$ cat config.mk
export PLATFORM = sky130hd
export DESIGN_NAME = csel_subtractor_32_seq
export DESIGN_NICKNAME = d
export VERILOG_FILES = /design/src/rtl/csel_pkg.sv /design/src/rtl/csel_slice.sv /design/src/rtl/csel_subtractor_32_seq.sv
export SDC_FILE = /design/constraint.sdc
export NUM_CORES = 1
export LEC_CHECK = 0
export CAP_MARGIN = 40
export CORE_AREA = 8 8 117 119
export CTS_CLUSTER_SIZE = 10
export DETAILED_ROUTE_END_ITERATION = 16
export DIE_AREA = 0 0 125 127
export PLACE_DENSITY = 0.75
export RECOVER_POWER = 100
export SYNTH_ARGS = -nofsm -noshare
export SYNTH_HDL_FRONTEND = slang
export SYNTH_HIERARCHICAL = 1
export SYNTH_SLANG_ARGS = --single-unit
$ cat constraint.sdc
create_clock -name clk -period 5.58 [get_ports clk]
set_clock_uncertainty 0.05 [all_clocks]
set_input_delay 0.837 -clock clk [delete_from_list [all_inputs] [get_ports clk]]
set_output_delay 0.837 -clock clk [all_outputs]
set_load 0.005 [all_outputs]
$ cat src/rtl/csel_pkg.sv
// Shared definitions for the sequential carry-select subtractor.
//   DATA_W         operand / result width
//   slice_w_legal  true for the slice widths the datapath supports
//   state_t        controller state encoding
package csel_pkg;

   localparam int DATA_W = 32;

   function automatic bit slice_w_legal(input int w);
      return (w == 4) || (w == 8) || (w == 16) || (w == 32);
   endfunction

   typedef enum logic [1:0] {
      IDLE = 2'd0,
      RUN  = 2'd1,
      DONE = 2'd2
   } state_t;

endpackage

$ cat src/rtl/csel_slice.sv
// One W-bit carry-select slice: sum/cout of a + b_inv + cin.
// Both carry-in cases are formed in parallel and cin only drives the final mux.
//   a      in   W  minuend slice
//   b_inv  in   W  inverted subtrahend slice
//   cin    in   1  carry in (inverted borrow)
//   sum    out  W  slice result
//   cout   out  1  carry out
module csel_slice #(
   parameter int W = 8
) (
   input  logic [W-1:0] a,
   input  logic [W-1:0] b_inv,
   input  logic         cin,
   output logic [W-1:0] sum,
   output logic         cout
);

   logic [W:0] sum_c0;
   logic [W:0] sum_c1;

   assign sum_c0 = {1'b0, a} + {1'b0, b_inv};
   assign sum_c1 = {1'b0, a} + {1'b0, b_inv} + (W+1)'(1);

   assign {cout, sum} = cin ? sum_c1 : sum_c0;

endmodule

$ cat src/rtl/csel_subtractor_32_seq.sv
// Sequential 32-bit subtractor: diff = minuend - subtrahend - bin, one
// SLICE_W-bit carry-select slice per clock, valid/ready on both sides.
//   clk         in   1   rising-edge clock
//   rst_n       in   1   asynchronous active-low reset
//   in_valid    in   1   operands valid
//   in_ready    out  1   operands can be accepted (IDLE)
//   minuend     in   32  A
//   subtrahend  in   32  B
//   bin         in   1   borrow in
//   out_valid   out  1   result valid (DONE)
//   out_ready   in   1   consumer accepts result
//   diff        out  32  A - B - bin modulo 2^32
//   bout        out  1   unsigned borrow out
//   ovf         out  1   signed overflow
//
// state | meaning
// IDLE  | waiting for operands, in_ready high
// RUN   | one slice per clock, low slice first
// DONE  | result presented until out_ready
module csel_subtractor_32_seq
   import csel_pkg::*;
#(
   parameter int SLICE_W = 8
) (
   input  logic              clk,
   input  logic              rst_n,
   input  logic              in_valid,
   output logic              in_ready,
   input  logic [DATA_W-1:0] minuend,
   input  logic [DATA_W-1:0] subtrahend,
   input  logic              bin,
   output logic              out_valid,
   input  logic              out_ready,
   output logic [DATA_W-1:0] diff,
   output logic              bout,
   output logic              ovf
);

   localparam int NUM_SLICES = DATA_W / SLICE_W;
   localparam int IDX_W      = (NUM_SLICES > 1) ? $clog2(NUM_SLICES) : 1;
   localparam logic [IDX_W-1:0] LAST_IDX = IDX_W'(NUM_SLICES - 1);

   if (!slice_w_legal(SLICE_W)) begin : g_bad_slice_w
      $error("csel_subtractor_32_seq: SLICE_W must be 4, 8, 16 or 32");
   end

   state_t            state_q, state_d;
   logic [DATA_W-1:0] a_q, b_inv_q, acc_q;
   logic [DATA_W-1:0] a_next, b_next, acc_next;
   logic [DATA_W-1:0] diff_q;
   logic [IDX_W-1:0]  idx_q;
   logic              carry_q, a_msb_q, b_msb_q, bout_q, ovf_q;
   logic [SLICE_W-1:0] slice_sum;
   logic              slice_cout;
   logic              accept, last;

   csel_slice #(.W(SLICE_W)) u_slice (
      .a     (a_q[SLICE_W-1:0]),
      .b_inv (b_inv_q[SLICE_W-1:0]),
      .cin   (carry_q),
      .sum   (slice_sum),
      .cout  (slice_cout)
   );

   // Operands shift down so the slice always sees the low bits; the working
   // result fills from the top so it is aligned after the last slice.
   if (NUM_SLICES > 1) begin : g_multi
      assign a_next   = {{SLICE_W{1'b0}}, a_q[DATA_W-1:SLICE_W]};
      assign b_next   = {{SLICE_W{1'b0}}, b_inv_q[DATA_W-1:SLICE_W]};
      assign acc_next = {slice_sum, acc_q[DATA_W-1:SLICE_W]};
   end else begin : g_single
      assign a_next   = a_q;
      assign b_next   = b_inv_q;
      assign acc_next = slice_sum;
   end

   assign accept = (state_q == IDLE) && in_valid;
   assign last   = (idx_q == LAST_IDX);

   always_ff @(posedge clk or negedge rst_n) begin
      if (!rst_n) begin
         state_q <= IDLE;
      end else begin
         state_q <= state_d;
      end
   end

   always_comb begin
      state_d   = state_q;
      in_ready  = 1'b0;
      out_valid = 1'b0;
      case (state_q)
         IDLE: begin
            in_ready = 1'b1;
            if (in_valid) state_d = RUN;
         end
         RUN: begin
            if (last) state_d = DONE;
         end
         DONE: begin
            out_valid = 1'b1;
            if (out_ready) state_d = IDLE;
         end
         default: state_d = IDLE;
      endcase
   end

   always_ff @(posedge clk or negedge rst_n) begin
      if (!rst_n) begin
         a_q     <= '0;
         b_inv_q <= '0;
         acc_q   <= '0;
         idx_q   <= '0;
         carry_q <= 1'b0;
         a_msb_q <= 1'b0;
         b_msb_q <= 1'b0;
         diff_q  <= '0;
         bout_q  <= 1'b0;
         ovf_q   <= 1'b0;
      end else if (accept) begin
         a_q     <= minuend;
         b_inv_q <= ~subtrahend;
         acc_q   <= '0;
         idx_q   <= '0;
         carry_q <= ~bin;
         a_msb_q <= minuend[DATA_W-1];
         b_msb_q <= subtrahend[DATA_W-1];
      end else if (state_q == RUN) begin
         a_q     <= a_next;
         b_inv_q <= b_next;
         acc_q   <= acc_next;
         carry_q <= slice_cout;
         idx_q   <= idx_q + IDX_W'(1);
         // Published outputs only change when an operation completes.
         if (last) begin
            diff_q <= acc_next;
            bout_q <= ~slice_cout;
            ovf_q  <= (a_msb_q ^ b_msb_q) & (acc_next[DATA_W-1] ^ a_msb_q);
         end
      end
   end

   assign diff = diff_q;
   assign bout = bout_q;
   assign ovf  = ovf_q;

endmodule

* Word-level counts from Yosys, hierarchy flattened *
Cells that the tools add are included.
W data, S select, Z words.

storage, ports and cells
  input bits = 69
  bits in latches = 0
  RAM bits = 0
  memories = 0
  register bits = 137
  memory bits (read-only) = 0

operators by class
  multiply operators = 0
  multiplexer cells = 17
  divide/modulo/power cells = 0
  shift-type cells = 0
  add/sub/neg operators = 3
  bitwise logic cells = 7
  magnitude comparators = 0
  equality and inequality tests = 6
  reductions and logical operators = 5

operator list
  kind                   number
  $mux W32               6
  $not A32 Y32           1
  $mux W2                5
  $add A8 B8 Y9          1
  $add A9 B1 Y9 const B  1
  $mux W9                1
  $ne A2 B2 Y1 const B   3
  $pmux W2 S3            1
  $reduce_and A3 Y1      2
  $eq A2 B2 Y1 const B   2
  $mux W1                4
  $not A1 Y1             3
  $add A2 B1 Y2 const B  1
  $eq A2 B1 Y1 const B   1
  $logic_not A2 Y1       1
  $reduce_bool A2 Y1     1
  $xor A1 B1 Y1          2
  $and A1 B1 Y1          1
  $logic_and A1 B1 Y1    1

* Logic depth before layout (Yosys ltp) *
Gate-level depths: netlist (run 1).

  depth in word-level cells = 5
  mapped depth = 11
  mapped depth without buffers = 11

* Cells and area by module *
Netlist (run 1), hierarchy kept.

by module, submodules not included
  module                  instances  cells an instance  area each (µm²)  seq. area each (µm²)
  csel_subtractor_32_seq  1          459                5,280.1          3,228.1
  csel_slice              1          61                 491.7            0.0

* Least setup slack after synthesis (run 1) *
OpenSTA, ideal clock, no wires.

  path type = register to register
  start point = register a_q[0]
  end point = register ovf_q, in the netlist ovf
  data arrival time = 2.399 ns
  stages on the path, launching flop included = 12
  setup time = 0.083 ns
  clock period less this slack = 2.531 ns
  slack = 3.049 ns
  cells stage by stage = dfrtp_1 ha_1 fa_1 a211o_1 o21ai_1 xnor2_1 nand3b_1 nor3_2 xnor2_1 nor2b_1 a21oi_1 o21ai_0

on the way
  longest elaborated chain between the ends = 5

ends and longest elaborated chain
  item                    RTL line                            text
  start, declared         csel_subtractor_32_seq.sv:48        logic [DATA_W-1:0] a_q, b_inv_q, acc_q;
  start signal, assigned  csel_subtractor_32_seq.sv:121       a_q <= minuend;
  start signal, assigned  csel_subtractor_32_seq.sv:129       a_q <= a_next;
  $add A8 B8 Y9 (*)       csel_slice.sv:21, csel_slice.sv:22
  $add A9 B1 Y9           csel_slice.sv:22                    assign sum_c1 = {1'b0, a} + {1'b0, b_inv} + (W+1)'(1);
  $mux W9 (*)             csel_slice.sv:24                    assign {cout, sum} = cin ? sum_c1 : sum_c0;
  via slice_sum[7]        csel_subtractor_32_seq.sv:53        logic [SLICE_W-1:0] slice_sum;
  $xor A1 B1 Y1 (*)       csel_subtractor_32_seq.sv:138       ovf_q <= (a_msb_q ^ b_msb_q) & (acc_next[DATA_W-1] ^ a_msb_q);
  $and A1 B1 Y1 (*)       csel_subtractor_32_seq.sv:138
  end signal, assigned    csel_subtractor_32_seq.sv:138
  end, declared           csel_subtractor_32_seq.sv:52        logic carry_q, a_msb_q, b_msb_q, bout_q, ovf_q;

Mark *: on every way through the listed nets, which the timed path passes. The rest lies on a longest branch.
A chain may end at the register's enable or synchronous reset.

* Worst setup path in the final report (run 1) *
  start point = input port in_valid
  end point = register b_inv_q[18]

on the way
  longest elaborated chain between the ends = 2
  elaborated cells between the ends (all ways) = 3
  classes of those cells = mux (1); reduce/logical (2)

ends and longest elaborated chain
  item                                                   RTL line                       text
  start, declared                                        csel_subtractor_32_seq.sv:27   input logic in_valid,
  $logic_and A1 B1 Y1 (*)                                csel_subtractor_32_seq.sv:77   assign accept = (state_q == IDLE) && in_valid;
  $mux W32 / $reduce_bool A2 Y1 (equally long branches)  -
  end signal, assigned                                   csel_subtractor_32_seq.sv:122  b_inv_q <= ~subtrahend;
  end signal, assigned                                   csel_subtractor_32_seq.sv:130  b_inv_q <= b_next;
  end, declared                                          csel_subtractor_32_seq.sv:48

Every way passes the cells marked *; elsewhere a longest branch is shown, timed or not.

==> impl_metrics.ini, run 1 <==
[cells_and_area]
diodes = 0
finalInstanceArea_um2 = 7470
multiInputGateArea_um2 = 2340
final_common_cell = dfrtp_1
fin_util = 0.633
seqCellArea_um2 = 3230
drive_gt1_frac = 0.166
area_growth_pct = 29.5
fin_nets = 696
layout_common_cells = 129 x dfrtp_1, 124 x nand2_1, 66 x clkdlybuf4s50_1
fill_cells = 960

[synthesis]
synth.yosys.seq_area_share = 0.559
synth_seq_cells = 129
synth_cell_types = 41
synth_xor_area_frac = 0.0167
yosys.area_share.simple = 0.189
synth_edf_count = 0
yosys_warnings = 6
muxShareOfSynthArea = 0.0644
synth_fa_ha_area_frac = 0.0251
synth-compound-area-share = 0.110
synthCells = 520
synth-async-reset-ratio = 1.00
synthesis.nets = 600
synth_top_family_by_area = simple AND/OR/NAND/NOR gates
avgSynthCellArea_um2 = 11.1
synth_top_flop_cell = dfrtp_1
synth_area_um2 = 5770

[cts]
cts_buffer_depth = 2
post_cts_buffers = 0
cts_root_buf = clkbuf_16
ctsHtreeMaxLevel = 4
cts_resized = 0
numCtsBuffers = 17
clock_latency_ns = 0.41
path_clk_slew_ns = 0.05
cts_tree = done
cts.hold.buffers_added = 0
cts.sink_count = 129

[floorplan]
core-area_um2 = 11800
die_w_um = 125
rows = 40
io_pins = 105
initial_utilization = 0.489
die_area_um2 = 15900
die_y_um = 127

[detailed_routing]
via_per_inst = 5.51
drcViolationCount = 0
drt_first_pass_iters = 4
top_layer = met4
wirelength_um = 13900
drtAntennaViolNets = 0
dr_wl_met2_um = 6980
first_iter_violations = 373
num_vias = 4272
wl_met1_um = 6170
wl_per_cell_um = 17.9
wl_met3_um = 543

[power]
pwr-share-clk = 0.240
seqPwrFrac = 0.361
ir_worst_vdd_mv = 0.328
power_mw = 4.50
powerDensity_nw_per_um2 = 603
switching_power_mw = 1.66
p_leak_nw = 3.57
p_comb_frac = 0.398
switching_share = 0.370
p_int_mw = 2.84

[global_routing]
grt_antenna_before_repair = 0
grt_max_degree = 62
grt_pass1_vias = 4416
grt_overflow = 0
grt_usage = 0.180
grt_pass1_wl_um = 23000

[critical_path]
cp.arrival_ns = 4.00
r2r-start = state_q[0]
r2r_cells = 3
reg2reg_to = b_inv_q[18]
crit_path_end_kind = register
crit_fanout = 34
crit_required_ns = 5.86
rrSetupSlack_ns = 2.30
criticalPathCategory = input pin to register
startpoint_type = input pin

[worst_hold_path]
holdPathEnd = bout
min_from = bout
hold_path_depth = 2
hold_class = register to register

[sta]
grt_setup_unrepaired = no
worst_pin_slew_ns = 1.92
max_freq_ghz = 0.269
hold_viol_final = 0
tns_ns = 0
fin_crit_sh = 0.666
post-route-min-period_ns = 3.72
drv_slew = 109
setup_violations = 0
maxSlewHeadroom = -0.282
fin_hold_ws_ns = 0.427

[place]
place.gp.congestion = 0.804
dp_hpwl_um = 9460
place_area_um2 = 6950
port_buffers = 104

[run]
drv_cap = 3

[outcome]
status = finished with violations
failed_checks = capacitance limit, slew limit
==> metal layers <==
layer	global-route usage	vias up
li1	-	2002
met1	0.222	2143
met2	0.300	109
met3	0.0433	18
met4	0.0695	0
met5	0	-
==> sequential cells by signal, indices dropped and copies added (netlist names) <==
name / cells
a_msb_q: 1
a_q: 32
acc_q: 24
b_inv_q: 32
b_msb_q: 1
bout: 1
carry_q: 1
diff: 32
idx_q: 2
ovf: 1
state_q: 2
==> worst max path at each step <==
stage / depth (start not counted) / to / slack, ns / start
after global placement: 4 / a_q[0] / 2.66 / in_valid
after detailed placement: 5 / b_inv_q[3] / 2.72 / in_valid
after CTS: 11 / ovf / 2.84 / b_inv_q[0]
after floorplan: 11 / ovf / 3.05 / a_q[0]
after global routing: 4 / b_inv_q[18] / 1.62 / in_valid
final: 4 / b_inv_q[18] / 1.86 / in_valid
==> area by class of cell <==
class                      instances  area share
multi-input combinational        354       0.313
sequential                       129       0.432
clock inverter                    10      0.0146
clock buffer                      21      0.0629
tap                              147      0.0246
inverter                           2     0.00100
timing repair buffer             112       0.152
==> Yosys cell counts (10+ instances only) <==
| cell type | number | area [um2] |
|---|---|---|
| clkbuf_1 | 15 | 56.3 |
| a22oi_1 | 24 | 180 |
| nor2_1 | 36 | 135 |
| nand3_2 | 29 | 290 |
| a221o_1 | 25 | 250 |
| ha_1 | 10 | 125 |
| nand3_1 | 12 | 60.1 |
| mux2_2 | 33 | 372 |
| o21ai_1 | 10 | 50.1 |
| nand2_1 | 124 | 465 |
| dfrtp_1 | 129 | 3230 |
| buf_2 | 11 | 55.1 |
==> power groups by stage <==
stage	clock network [mW]	logic (mW)	registers [mW]
2_1_floorplan	0	1.27	1.55
3_3_place_gp	0	1.73	1.63
3_5_place_dp	0	1.85	1.64
4_1_cts	1.09	1.88	1.64
5_1_grt	1.13	1.98	1.67
6_report	1.08	1.79	1.63
==> per-stage QoR <==
| stage | setup slack [ns] | instances |
|---|---|---|
| final | 1.86 | 775 |
| after global routing | 1.62 | 775 |
| after CTS | 2.84 | 775 |
| after detailed placement | 2.72 | 744 |
| after global placement | 2.66 | 739 |
| after floorplan | 3.05 | 520 |
==> kinds of logic (layout without fill, tap and decap cells) <==
logic type	Yosys count	in the layout
AO/OA/AOI/OAI	81	81
XOR/XNOR	11	11
adder cells (fa/ha/maj)	11	11
buffers and inverters	37	145
flip-flops	129	129
multiplexers	33	33
AND/OR/NAND/NOR	218	218
==> worst max-delay path, stage by stage <==
cell and delay, ns:
dlygate4sd3_1 0.58, o21bai_1 1.03, clkbuf_1 1.20, a221o_1 0.35
(Power assumes the default switching activity.)
==> run 2, diff against run 1 <==
==> constraint.sdc (replaced) <==
create_clock -name clk -period 3.6 [get_ports clk]
set_clock_uncertainty 0.05 [all_clocks]
set_input_delay 0.54 -clock clk [delete_from_list [all_inputs] [get_ports clk]]
set_output_delay 0.54 -clock clk [all_outputs]
set_load 0.005 [all_outputs]
==> impl_metrics.ini, run 2 (synthesis gave the netlist of run 1 again) <==
[sta]
fin_crit_sh = 0.823
grt_setup_unrepaired = no
setup_violations = 0
fin_hold_ws_ns = 0.400
maxSlewHeadroom = -0.265
hold_viol_final = 0
worst_pin_slew_ns = 1.90
tns_ns = 0
max_freq_ghz = 0.338
post-route-min-period_ns = 2.96
drv_slew = 56

[worst_hold_path]
hold_class = input pin to asynchronous set/reset pin

[critical_path]
cp.arrival_ns = 3.26
crit_path_end_kind = register
startpoint_type = input pin
crit_fanout = 55
critPathMaxStageDelay_ns = 1.13
reg2reg_to = ovf
cp_num_buf_inv = 2
rrSetupSlack_ns = 0.79
path_cells = dlygate4sd3_1 -> or3b_4 -> clkbuf_1 -> nand3_1 -> nand2_1
r2r_cells = 11
criticalPathCategory = input pin to register
cpLargestDelayFamily = buffers and inverters
r2r-start = a_q[0]
crit_required_ns = 3.90
cp_slowest_cell = clkbuf_1

[cts]
path_clk_slew_ns = 0.06
cts.hold.buffers_added = 0
post_cts_buffers = 0
cts_root_buf = clkbuf_16
cts.sink_count = 129
clock_latency_ns = 0.41
cts_buffer_depth = 2
cts_tree = done
ctsHtreeMaxLevel = 4
numCtsBuffers = 17
cts_resized = 0

[floorplan]
io_pins = 105
die_y_um = 127
initial_utilization = 0.489
die_area_um2 = 15900
die_w_um = 125
rows = 40
core-area_um2 = 11800

[power]
p_leak_nw = 3.58
power_mw = 7.10
powerDensity_nw_per_um2 = 947
ir_worst_vdd_mv = 0.446

[detailed_routing]
drtAntennaViolNets = 0
first_iter_violations = 280
drt_first_pass_iters = 4
wl_per_cell_um = 17.5
num_vias = 4262
wirelength_um = 13600
drcViolationCount = 0
via_per_inst = 5.48

[global_routing]
grt_overflow = 0
grt_usage = 0.178
grt_antenna_before_repair = 0
grt_max_degree = 57
grt_pass1_vias = 4487
grt_pass1_wl_um = 22700

[cells_and_area]
seqCellArea_um2 = 3230
drive_gt1_frac = 0.160
multiInputGateArea_um2 = 2300
fill_cells = 964
area_growth_pct = 29.9
finalInstanceArea_um2 = 7500
final_common_cell = dfrtp_1
layout_common_cells = 129 x dfrtp_1, 124 x nand2_1, 66 x clkdlybuf4s50_1
fin_nets = 697

[place]
dp_hpwl_um = 9500
place_area_um2 = 6940
port_buffers = 104
place.gp.congestion = 0.826

[outcome]
failed_checks = capacitance limit, slew limit
status = finished with violations

[run]
drv_cap = 2
==> run 2: cell types whose count changed in the layout (fill, tap and decap cells not counted), moves of 2 or more <==
cell / previous run / this run
o21ai_1: 5 / 10
nand3_2: 27 / 22
clkinv_2: 5 / 3
clkinv_4: 0 / 2
o21ai_0: 12 / 7
nand3_1: 14 / 19
bufinv_16: 2 / 4
==> run 2: power breakdown <==
part | internal, mW | switching [mW]
clock network | 1.19 | 0.631
logic | 1.28 | 1.49
registers | 2.07 | 0.425
total | 4.55 | 2.55
==> run 2: worst max-delay path by stage <==
stage	from	end	slack, ns	cells past startpoint
2_1_floorplan	a_q[0]	ovf	1.07	11
3_3_place_gp	a_q[0]	ovf	0.96	11
3_5_place_dp	a_q[0]	ovf	0.91	11
4_1_cts	a_q[0]	ovf	0.85	11
5_1_grt	in_valid	acc_q[11]	0.44	5
6_report	in_valid	acc_q[11]	0.64	5
==> run 2: per-stage QoR <==
stage	worst slack, ns	cells	utilization
after global routing	0.445	777	0.634
after global placement	0.957	744	0.585
after detailed placement	0.906	745	0.588
final	0.637	778	0.635
after CTS	0.848	777	0.641
after floorplan	1.07	520	-
==> run 2: layout make-up <==
type                       count  area share
clock inverter                13      0.0245
multi-input combinational    354       0.307
inverter                       2     0.00100
antenna                        1    0.000334
clock buffer                  19      0.0604
sequential                   129       0.431
timing repair buffer         113       0.151
tap                          147      0.0245
==> run 2: routing by layer <==
layer	GRT usage	up-vias	wire length, um
li1	-	2010	-
met1	0.221	2140	5950
met2	0.292	101	6940
met3	0.0537	11	570
met4	0.0609	0	156
met5	0	-	0
==> run 3, diff against run 2 <==
--- a/config.mk
+++ b/config.mk
@@ -6,10 +6,10 @@
 export NUM_CORES = 1
 export LEC_CHECK = 0
 export CAP_MARGIN = 40
-export CORE_AREA = 8 8 117 119
+export CORE_AREA = 8 8 120 122
 export CTS_CLUSTER_SIZE = 10
 export DETAILED_ROUTE_END_ITERATION = 16
-export DIE_AREA = 0 0 125 127
+export DIE_AREA = 0 0 128 130
 export PLACE_DENSITY = 0.75
 export RECOVER_POWER = 100
 export SYNTH_ARGS = -nofsm -noshare
==> constraint.sdc (replaced) <==
create_clock -name clk -period 2.44 [get_ports clk]
set_clock_uncertainty 0.05 [all_clocks]
set_input_delay 0.366 -clock clk [delete_from_list [all_inputs] [get_ports clk]]
set_output_delay 0.366 -clock clk [all_outputs]
set_load 0.005 [all_outputs]
==> impl_metrics.ini, run 3 (synthesis gave the netlist of run 1 again) <==
[global_routing]
grt_antenna_before_repair = 0
grt_max_degree = 61
grt_pass1_wl_um = 23300
grt_overflow = 0
grt_usage = 0.177
grt_pass1_vias = 4565

[floorplan]
initial_utilization = 0.465
io_pins = 105
die_w_um = 128
die_area_um2 = 16600
core-area_um2 = 12400
rows = 41
die_y_um = 130

[cts]
cts_root_buf = clkbuf_16
path_clk_slew_ns = 0.06
cts_buffer_depth = 2
cts_tree = done
ctsHtreeMaxLevel = 4
clock_latency_ns = 0.42
cts.sink_count = 129
numCtsBuffers = 17

[place]
dp_hpwl_um = 9840
pre_cts_slack_ns = -0.187
port_buffers = 104
place.gp.congestion = 0.837
dp_cells = 786

[sta]
drv_slew = 0
post-route-min-period_ns = 2.54
hold_viol_final = 0
worst_pin_slew_ns = 1.08
fin_crit_sh = 1.04
setup_ws_ns = -0.103
grt_setup_unrepaired = yes
max_freq_ghz = 0.393
fin_hold_ws_ns = 0.426
tns_ns = -0.277
setup_violations = 3
maxSlewHeadroom = 0.281

[cells_and_area]
fill_cells = 989
area_growth_pct = 32.1
final_cells = 823
fin_util = 0.614
layout_common_cells = 129 x dfrtp_1, 123 x nand2_1, 67 x clkdlybuf4s50_1
drive_gt1_frac = 0.186
multiInputGateArea_um2 = 2340
seqCellArea_um2 = 3230
final_common_cell = dfrtp_1
fin_nets = 720
diodes = 0

[power]
powerDensity_nw_per_um2 = 1390
ir_worst_vdd_mv = 0.643
p_leak_nw = 3.69

[critical_path]
criticalPathCategory = register to register
cpMostUsedCell = buf_4
path_cells = ha_2 -> fa_2 -> buf_4 -> xor2_2 -> nand4_1 -> nand3b_1 -> buf_4 -> buf_4 -> xor2_1 -> mux2_4
cp_num_buf_inv = 3
cp_slowest_cell = dfrtp_1
critPathMaxStageDelay_ns = 0.38
cpLargestDelayFamily = adder cells
startpoint_type = register
crit_fanout = 3
crit_required_ns = 2.69
cp.arrival_ns = 2.80
crit_path_end_kind = register

[detailed_routing]
first_iter_violations = 322
wl_per_cell_um = 17.1
drt_first_pass_iters = 5
via_per_inst = 5.34
drcViolationCount = 0
wirelength_um = 14100
num_vias = 4394
drtAntennaViolNets = 0

[worst_hold_path]
hold_class = input pin to register

[outcome]
failed_checks = setup timing
status = finished with violations

[run]
drv_cap = 0
-- run 3: cell types whose count changed in the layout (fill, tap and decap cells not counted), moves of 3 or more --
| cell | previous run | this run |
|---|---|---|
| clkbuf_2 | 1 | 4 |
| nand3_1 | 19 | 28 |
| clkinvlp_4 | 3 | 0 |
| clkbuf_8 | 2 | 5 |
| nand3_2 | 22 | 13 |
| buf_4 | 2 | 22 |
| xnor2_1 | 6 | 3 |
| bufinv_16 | 4 | 1 |
| xnor2_2 | 0 | 3 |
-- run 3: area by class of cell --
class,instances,area share
tap,172,0.0282
multi-input combinational,354,0.307
timing repair buffer,136,0.168
inverter,2,0.000985
clock inverter,6,0.00722
sequential,129,0.423
clock buffer,24,0.0658
-- run 3: stage by stage --
step | area [um2] | power, mW
after floorplan | 5790 | 6.49
after global placement | 7110 | 8.10
after global routing | 7620 | 11.3
final | 7620 | 10.6
after CTS | 7740 | 10.8
after detailed placement | 7110 | 8.30
-- run 3: layer usage --
| layer | routed length, um | GRT usage | vias to the layer above |
|---|---|---|---|
| met1 | 6230 | 0.224 | 2212 |
| met2 | 7010 | 0.284 | 113 |
| met4 | 127 | 0.0517 | 0 |
| met5 | 0 | 0 | - |
| met3 | 719 | 0.0596 | 12 |
| li1 | - | - | 2057 |
-- run 3: timing repair --
action | 4_1_cts | 5_1_grt
hold buffers | 1 | 0
buffers inserted | 5 | 1
endpoints found under the hold margin | 38 | 0
pin swaps | 4 | 1
setup endpoints to repair | 6 | 7
gates resized for setup | 5 | 4
-- run 3: tightest hold or removal path: cells and delay by family --
family	cells	cell delay, ns
buffers and inverters	1	0.40
AND/OR/NAND/NOR	2	0.09
-- run 3: worst paths after layout --
check                       startpoint  slack, ns  cells past startpoint        to
setup reg to reg                a_q[0]      -0.10                     10  diff[29]
hold reg to reg                a_q[21]       0.43                      2   a_q[21]
min in group asynchronous        rst_n       0.59                      2   a_q[19]
hold / removal             minuend[29]       0.43                      3   a_q[29]
setup / recovery                a_q[0]      -0.10                     10  diff[29]
max in group asynchronous        rst_n       0.31                      3  diff[25]
-- run 3: power by group --
part | total (mW) | switching, mW | internal (mW)
clock network | 2.38 | 0.868 | 1.51
logic | 4.51 | 2.37 | 2.14
registers | 3.67 | 0.612 | 3.06
